## config.mk

```make
export PLATFORM = sky130hd
export DESIGN_NAME = vxe_txnid_arbiter
export DESIGN_NICKNAME = d
export VERILOG_FILES = /design/src/rtl/vxe_txnid_arbiter.sv
export SDC_FILE = /design/constraint.sdc
export NUM_CORES = 1
export LEC_CHECK = 0
export BUFFER_PORTS_ARGS = -buffer_cell sky130_fd_sc_hd__buf_2
export CAP_MARGIN = 20
export CORE_ASPECT_RATIO = 0.6
export CORE_UTILIZATION = 40
export DETAILED_ROUTE_END_ITERATION = 8
export GPL_TIMING_DRIVEN = 0
export HOLD_SLACK_MARGIN = 0.08
export PLACE_DENSITY_LB_ADDON = 0.05
export SLEW_MARGIN = 20
export SYNTH_ARGS = -nofsm -noshare
export SYNTH_HDL_FRONTEND = slang
export SYNTH_SLANG_ARGS = --single-unit
```

## constraint.sdc

```tcl
create_clock -name clk -period 4.5 [get_ports clk]
set_input_delay 0.225 -clock clk [delete_from_list [all_inputs] [get_ports clk]]
set_output_delay 0.225 -clock clk [all_outputs]
set_load 0.01 [all_outputs]
```

## src/rtl/vxe_txnid_arbiter.sv

```systemverilog
// Round-robin arbiter for CU/VPU0/VPU1 on one memory channel. It builds txnids, keeps per-client credits and routes responses.
// Latency: request 1 cycle after grant, response 1 cycle after arrival. Backpressure: output register holds and no grant while !i_mreq_rdy.
// Optional macro VXE_TXNID_ARB_CU_PRIO_EN: the CU gets fixed priority and VPU0/VPU1 round-robin between themselves.
module vxe_txnid_arbiter #(
    parameter int ADDR_W  = 37,
    parameter int DATA_W  = 64,
    parameter int MAX_OUT = 16
) (
    input  logic              clk,
    input  logic              nrst,
    input  logic              i_cu_req_vld,
    input  logic              i_vpu0_req_vld,
    input  logic              i_vpu1_req_vld,
    input  logic [ADDR_W-1:0] i_cu_req_addr,
    input  logic [ADDR_W-1:0] i_vpu0_req_addr,
    input  logic [ADDR_W-1:0] i_vpu1_req_addr,
    input  logic [2:0]        i_cu_req_thr,
    input  logic [2:0]        i_vpu0_req_thr,
    input  logic [2:0]        i_vpu1_req_thr,
    input  logic              i_cu_req_arg,
    input  logic              i_vpu0_req_arg,
    input  logic              i_vpu1_req_arg,
    output logic              o_cu_req_rdy,
    output logic              o_vpu0_req_rdy,
    output logic              o_vpu1_req_rdy,
    output logic              o_mreq_vld,
    output logic [ADDR_W-1:0] o_mreq_addr,
    output logic [5:0]        o_mreq_txnid,
    input  logic              i_mreq_rdy,
    input  logic              i_mrsp_vld,
    input  logic [5:0]        i_mrsp_txnid,
    input  logic [DATA_W-1:0] i_mrsp_data,
    output logic              o_cu_rsp_vld,
    output logic              o_vpu0_rsp_vld,
    output logic              o_vpu1_rsp_vld,
    output logic [2:0]        o_rsp_thr,
    output logic              o_rsp_arg,
    output logic [DATA_W-1:0] o_rsp_data,
    output logic              o_err
);
    logic [2:0]        w_vld, w_elig, w_gnt, w_arg, w_dec;
    logic [ADDR_W-1:0] w_addr [3];
    logic [2:0]        w_thr  [3];
    logic [4:0]        r_cnt  [3];
    logic [1:0]        r_ptr, w_gnt_id, w_rsp_cid;
    logic              w_load_ok, w_gnt_any;
    logic              r_mreq_vld, r_err;
    logic [ADDR_W-1:0] r_mreq_addr;
    logic [5:0]        r_mreq_txnid;
    logic [2:0]        r_rsp_vld, r_rsp_thr;
    logic              r_rsp_arg;
    logic [DATA_W-1:0] r_rsp_data;

    assign w_vld     = {i_vpu1_req_vld, i_vpu0_req_vld, i_cu_req_vld};
    assign w_arg     = {i_vpu1_req_arg, i_vpu0_req_arg, i_cu_req_arg};
    assign w_addr[0] = i_cu_req_addr;
    assign w_addr[1] = i_vpu0_req_addr;
    assign w_addr[2] = i_vpu1_req_addr;
    assign w_thr[0]  = i_cu_req_thr;
    assign w_thr[1]  = i_vpu0_req_thr;
    assign w_thr[2]  = i_vpu1_req_thr;
    assign w_load_ok = !r_mreq_vld || i_mreq_rdy;
    assign w_rsp_cid = i_mrsp_txnid[5:4];

    always_comb begin
        for (int c = 0; c < 3; c++) begin
            w_elig[c] = w_vld[c] && (r_cnt[c] < 5'(MAX_OUT));
            // A response to an idle client is routed but must not underflow the count.
            w_dec[c]  = i_mrsp_vld && (w_rsp_cid == 2'(c)) && (r_cnt[c] != 5'd0);
        end
    end

    always_comb begin
        w_gnt_any = 1'b0;
        w_gnt_id  = 2'd0;
`ifdef VXE_TXNID_ARB_CU_PRIO_EN
        if (w_elig[0]) begin
            w_gnt_any = 1'b1;
            w_gnt_id  = 2'd0;
        end else if (w_elig[1] && (r_ptr != 2'd1 || !w_elig[2])) begin
            w_gnt_any = 1'b1;
            w_gnt_id  = 2'd1;
        end else if (w_elig[2]) begin
            w_gnt_any = 1'b1;
            w_gnt_id  = 2'd2;
        end
`else
        for (int k = 1; k <= 3; k++) begin
            logic [1:0] cand;
            cand = 2'((int'(r_ptr) + k) % 3);
            if (!w_gnt_any && w_elig[cand]) begin
                w_gnt_any = 1'b1;
                w_gnt_id  = cand;
            end
        end
`endif
        if (!w_load_ok) begin
            w_gnt_any = 1'b0;
        end
        w_gnt = w_gnt_any ? (3'b001 << w_gnt_id) : 3'b000;
    end

    assign o_cu_req_rdy   = w_gnt[0];
    assign o_vpu0_req_rdy = w_gnt[1];
    assign o_vpu1_req_rdy = w_gnt[2];

    always_ff @(posedge clk or negedge nrst) begin
        if (!nrst) begin
            r_ptr        <= 2'd2;
            r_mreq_vld   <= 1'b0;
            r_mreq_addr  <= '0;
            r_mreq_txnid <= '0;
            for (int c = 0; c < 3; c++) begin
                r_cnt[c] <= 5'd0;
            end
        end else begin
`ifdef VXE_TXNID_ARB_CU_PRIO_EN
            if (w_gnt_any && w_gnt_id != 2'd0) begin
                r_ptr <= w_gnt_id;
            end
`else
            if (w_gnt_any) begin
                r_ptr <= w_gnt_id;
            end
`endif
            if (w_load_ok) begin
                r_mreq_vld <= w_gnt_any;
                if (w_gnt_any) begin
                    r_mreq_addr  <= w_addr[w_gnt_id];
                    r_mreq_txnid <= {w_gnt_id, w_thr[w_gnt_id], w_arg[w_gnt_id]};
                end
            end
            for (int c = 0; c < 3; c++) begin
                r_cnt[c] <= r_cnt[c] + {4'd0, w_gnt[c]} - {4'd0, w_dec[c]};
            end
        end
    end

    always_ff @(posedge clk or negedge nrst) begin
        if (!nrst) begin
            r_rsp_vld  <= 3'b000;
            r_rsp_thr  <= 3'd0;
            r_rsp_arg  <= 1'b0;
            r_rsp_data <= '0;
            r_err      <= 1'b0;
        end else begin
            r_rsp_vld <= 3'b000;
            if (i_mrsp_vld) begin
                if (w_rsp_cid == 2'd3) begin
                    r_err <= 1'b1;
                end else begin
                    r_rsp_vld[w_rsp_cid] <= 1'b1;
                    r_rsp_thr            <= i_mrsp_txnid[3:1];
                    r_rsp_arg            <= i_mrsp_txnid[0];
                    r_rsp_data           <= i_mrsp_data;
                    if (r_cnt[w_rsp_cid] == 5'd0) begin
                        r_err <= 1'b1;
                    end
                end
            end
        end
    end

    assign o_mreq_vld     = r_mreq_vld;
    assign o_mreq_addr    = r_mreq_addr;
    assign o_mreq_txnid   = r_mreq_txnid;
    assign o_cu_rsp_vld   = r_rsp_vld[0];
    assign o_vpu0_rsp_vld = r_rsp_vld[1];
    assign o_vpu1_rsp_vld = r_rsp_vld[2];
    assign o_rsp_thr      = r_rsp_thr;
    assign o_rsp_arg      = r_rsp_arg;
    assign o_rsp_data     = r_rsp_data;
    assign o_err          = r_err;
endmodule

```

---- After elaboration in Yosys (flattened, before gate mapping) ----
Cells that the tools add are included.
operators by class
  add/subtract/negate cells ............... 9
  div/mod/pow operators ................... 3
  $lt $le $gt $ge ......................... 11
  equal/unequal tests ..................... 3
  shifts and indexed selects .............. 1
  mux-type cells .......................... 31
  bitwise logic cells ..................... 3
  reduce and logical (&&, ||, !) cells .... 25
operators with widths
  operator               count
  $mod 32x3->32 const B  3
  $bmux 37 s2            1
  $mux 37                2
  $add 5x1->5            3
  $lt 2x3->1 const B     5
  $lt 5x5->1 const B     3
  $mux 3                 5
  $reduce_bool 5->1      3
  $sub 5x1->5            3
  $logic_and 1x1->1      12
  $mux 1                 11
  $bmux 5 s2             1
  $mux 5                 2
  $bmux 1 s2             4
  $add 2x2->3 const B    2
  $bmux 3 s2             1
  $ge 3x3->1 const B     2
  $mux 2                 3
  $not 2->3              2
  $reduce_and 2->1       3
  $logic_not 5->1        1
  $eq 2x2->1 const B     2
  $add 2x1->3 const B    1
  $logic_not 1->1        3
  other kinds (8)        8
storage, ports and cells
  flip-flop bits (word level) ............. 133
  output and inout port bits .............. 119

---- Depth between registers and ports, before layout ----
  depth after elaboration ................. 15
  mapped depth ............................ 18

---- Worst setup path before layout ----
OpenSTA, ideal clock, no wires.
  path kind ............................... flip-flop to flip-flop
  from .................................... register r_ptr[1]
  to ...................................... register r_cnt[14] (netlist name)
  arrival ................................. 3.217 ns
  path slack .............................. 1.158 ns
  cell stages (with the launch flop) ...... 19
  path buffers ............................ 2
  cells stage by stage .................... dfstp_2 -> inv_1 -> ha_1 -> nand2_1 -> or3b_1 -> nand3_2 -> o22ai_2 -> or2_1 -> buf_6 -> buf_6 -> nor2_1 -> ha_1 -> inv_1 -> fa_1 -> inv_1 -> a21oi_1 -> nor2_1 -> nor2_1 -> xnor2_1
between the ends
  cells in the longest elaborated chain, start to end .. 15
  elaborated cells between the ends (all ways) .. 27
  those cells by class .................... add/sub (5); div (3); shift (1); mux (14); reduce/logical (4)
RTL lines
  element                                       line     RTL
  start, declared                               45       logic [1:0] r_ptr, w_gnt_id, w_rsp_cid;
  start signal, assigned                        123      r_ptr <= w_gnt_id;
  $add 2x1->3                                   90       cand = 2'((int'(r_ptr) + k) % 3);
  $mod 32x3->32                                 90
  $bmux 1 s2                                    91       if (!w_gnt_any && w_elig[cand]) begin
  $mux 1 (implied by the code)                  91
  $mux 1                                        91
  $logic_not 1->1                               91
  $logic_and 1x1->1                             91
  $mux 1                                        91
  $logic_not 1->1                               91
  $logic_and 1x1->1                             91
  $mux 2 / $mux 1 (equally long branches)       91
  $shl 1x2->3 / $mux 1 (equally long branches)  100, 97
  $mux 3 (*)                                    100      w_gnt = w_gnt_any ? (3'b001 << w_gnt_id) : 3'b000;
  via o_cu_req_rdy                              23       output logic o_cu_req_rdy,
  $add 5x1->5 (*)                               134      r_cnt[c] <= r_cnt[c] + {4'd0, w_gnt[c]} - {4'd0, w_dec[c]};
  $sub 5x1->5 (*)                               134
  end signal, assigned by index                 134
  end, declared                                 44       logic [4:0] r_cnt [3];
Mark *: on every way through the listed nets, which the timed path passes. The rest lies on a longest branch. The select of a mux whose other input is x is not followed.
A chain may end at the register's enable or synchronous reset.

---- Worst setup path in the final report ----
  from .................................... register r_ptr[1]
  to ...................................... register r_cnt[14] (netlist name)
between the ends
  cells in the longest elaborated chain, start to end .. 15
  elaborated cells between the ends (all ways) .. 27
  those cells by class .................... add/sub (5); div (3); shift (1); mux (14); reduce/logical (4)
RTL lines
  element                                       line
  $add 2x1->3                                   90
  $mod 32x3->32                                 90
  $bmux 1 s2                                    91
  $mux 1 (implied by the code)                  91
  $mux 1                                        91
  $logic_not 1->1                               91
  $logic_and 1x1->1                             91
  $mux 1                                        91
  $logic_not 1->1                               91
  $logic_and 1x1->1                             91
  $mux 2 / $mux 1 (equally long branches)       91
  $shl 1x2->3 / $mux 1 (equally long branches)  100, 97
  $mux 3 (*)                                    100
  $add 5x1->5 (*)                               134
  $sub 5x1->5 (*)                               134
Mark *: on every way between the ends. The rest lies on a longest branch, timed or not. The select of a mux whose other input is x is not followed.

==> out/metrics.yaml <==
run_status:
  status: "finished, final reports clean"
setup_path:
  crit_arrival_ns: 4.00
  crit_required_ns: 4.80
  worstPathMaxFanout: 10
  worstSetupEndpointType: "register"
  start_kind: "register"
  timing.rr.end: "r_cnt[14]"
  r2r-start: "r_ptr[1]"
  rr_worst_depth: 18
  r2r_slack_ns: 0.80
  crit_type: "reg2reg"
synth:
  yosysTopAreaCell: "dfrtp_1"
  syn_area_um2: 6630
  async_flop_share_pct: 100
  yosysMostFrequentCell: "dfrtp_1"
  synth_nets: 752
  synth_adder_area_share_pct: 4.87
  seq_area_frac_synth_pct: 50.2
  synthCells: 528
  synth_edf_count: 0
  synth_compound_area_share_pct: 12.4
  ys_ff_latch: 133
  synth_xor_area_share_pct: 1.58
  synth.distinct_cells: 47
  ys_warn_count: 0
  synth_top_area_share_pct: 49.8
  syn_area_per_cell_um2: 12.6
  synth-simple-area-share_pct: 8.08
  netlist_top_cells_area: "dfrtp_1 50%, o221ai_2 8.6%, mux2_2 8.3%"
  synth.mux.area_fraction_pct: 17.9
  ys.flop_type: "dfrtp_1"
  synth_common_cells: "132 x dfrtp_1, 88 x nand2_1, 49 x mux2_2"
  synth_top_family_by_area: "multiplexers"
clocking:
  htreeDepth: 4
  cts_tree: "done"
  numCtsBuffers: 17
  clk_latency_ns: 0.42
  clk_pin_slew_ns: 0.06
  cts.sinks: 133
  cts_resized: 0
  clock_path_buffers: 2
  cts-root-buf: "clkbuf_16"
place:
  gp_congestion: 0.811
  place_hpwl_um: 14100
  portBuffers: 318
sta:
  finalClockSkew_ns: 0.0109
  max_freq_ghz: 0.270
  final_max_slew_viol_count: 0
  rsz0062_at_grt: "false"
  relSlewSlack_pct: 60.3
  setup_viol: 0
  hold_violations: 0
  fin_tns_setup_ns: 0
  worst_pin_slew_ns: 0.595
  finalCriticalPeriod_ns: 3.70
  fin_crit_sh_pct: 82.2
worst_hold_path:
  hold_depth: 3
  worstHoldStart: "i_vpu1_req_addr[30]"
  hold_path.class: "in2reg"
  hold_end: "o_mreq_addr[30]"
cells_and_area:
  nets: 1162
  antenna_cells: 0
  drive_above_1_share_pct: 48.6
  syn_to_final_growth_pct: 48.6
  final_util_pct: 60.8
pwr:
  p_seq_share_pct: 27.5
  intPower_mw: 3.93
  p_sw_mw: 2.64
  share_comb_of_total_power_pct: 50.6
  power.share.switching_pct: 40.1
  pwr-share-clk_pct: 21.9
  worst_ir_drop_vdd_v: 0.000266
  p_leak_nw: 4.98
  p_per_area_nw_per_um2: 667
detailed_routing:
  via_per_inst: 4.87
  postRouteAntennaNets: 0
  drtPass1Iterations: 4
  num_vias: 5653
  drcViolationCount: 0
  drt-total-wl_um: 19000
  post_drt_wl_per_cell_um: 16.4
  drtIter0Drc: 254
floorplanning:
  initial_core_util_pct: 40.9
  die_y_um: 102
  die_area_um2: 17100
  ios: 319
  dieWidth_um: 168
  row_count: 36
  core_um2: 16200
global_route:
  grt_usage_pct: 22.5
  grt_first_pass_wirelength_um: 29600
  grt_overflow_total: 0
  grt_antenna_before_repair: 2
  grt_max_degree: 98
  grt_pass1_vias: 5781
flow_run:
  cap_violations: 0
worst max-delay path, stage by stage (launching register included):
cell     delay, ns
dfstp_2       0.52
inv_1         0.07
ha_1          0.27
nand2_1       0.10
or3b_1        0.39
nand3_2       0.15
o22ai_2       0.20
or2_1         0.27
buf_6         0.15
buf_6         0.16
nor2_1        0.25
ha_1          0.22
inv_1         0.06
fa_1          0.40
inv_1         0.07
a21oi_1       0.06
nor2_1        0.08
nor2_1        0.06
xnor2_1       0.11
layer usage:
metal / wire length, µm / global-route usage, % / up-vias
met5: 17 / 0 / -
met4: 337 / 7.69 / 2
met3: 1220 / 6.76 / 29
met2: 9250 / 37.1 / 195
met1: 8220 / 28.5 / 2717
li1: - / - / 2710
area by class of cell:
cell class / count / area [µm²]
Fill cell: 1349 / 6360
Sequential cell: 133 / 3330
Multi-Input combinational cell: 339 / 2970
Timing Repair Buffer: 391 / 2350
Clock buffer: 19 / 453
Tap cell: 209 / 262
Buffer: 30 / 234
Clock inverter: 13 / 159
Inverter: 26 / 97.6
placed cells by master (no fill, tap or decap), types with 4 or more instances in the layout:
cell           Yosys  routed
mux2_2            49      49
dlygate4sd3_1      0      72
a21o_1             4       4
nor2_1            12      12
ha_1              21      21
clkbuf_16          0      17
dfrtp_1          132     132
nor3_1             6       6
mux2i_1           41      41
buf_6              6       6
buf_2              6     323
clkbuf_1          13      13
inv_1             26      26
nand2_1           88      88
a21oi_1           13      13
xor2_1             5       5
buf_12             4       4
mux2_1            20      20
o221ai_2          38      38
inv_6              0       6
xnor2_1            7       7
state kept, by name, indices dropped and copies added, names as in the netlist:
name	cells
o_rsp_data	64
o_rsp_thr	3
o_mreq_txnid	6
o_mreq_addr	37
o_err	1
r_rsp_vld	3
r_cnt	15
r_ptr	2
o_mreq_vld	1
o_rsp_arg	1
power by group through the flow:
stage | Combinational (mW) | Sequential [mW] | Clock [mW]
after detailed placement | 3.31 | 1.83 | 0
after CTS | 3.37 | 1.81 | 1.47
final | 3.33 | 1.81 | 1.44
after global placement | 3.22 | 1.80 | 0
after floorplan | 2.23 | 1.93 | 0
after global routing | 3.68 | 1.86 | 1.53
cell families (layout without fill, tap and decap cells):
group / after synthesis / in the layout
flops: 133 / 133
xor+xnor: 12 / 12
buf+inv: 56 / 479
compound gates: 71 / 71
mux: 110 / 110
simple gates: 122 / 122
fa+ha+maj: 24 / 24
timing repair:
item	CTS	global route
hold buffers	72	0
setup buffers	0	0
endpoints found under the hold margin	108	0
worst max path at each step:
stage / to / from / cells past startpoint
after floorplan: r_cnt[14] / r_ptr[1] / 18
after global placement: r_cnt[14] / r_ptr[1] / 18
after detailed placement: r_cnt[14] / r_ptr[1] / 18
after CTS: r_cnt[14] / r_ptr[1] / 18
after global routing: r_cnt[14] / r_ptr[1] / 18
final: r_cnt[14] / r_ptr[1] / 18
through the flow:
step	std cells	power, mW	hold slack [ns]	instance area [µm²]	setup slack, ns
2_1_floorplan	528	4.15	-0.0706	6630	1.16
3_3_place_gp	1055	5.03	0.439	8480	0.851
3_5_place_dp	1056	5.14	0.120	8520	0.827
4_1_cts	1160	6.66	0.0843	9850	0.814
5_1_grt	1160	7.06	0.0938	9850	0.564
6_report	1160	6.57	0.102	9850	0.800
Power figures use the tool's default switching activity.
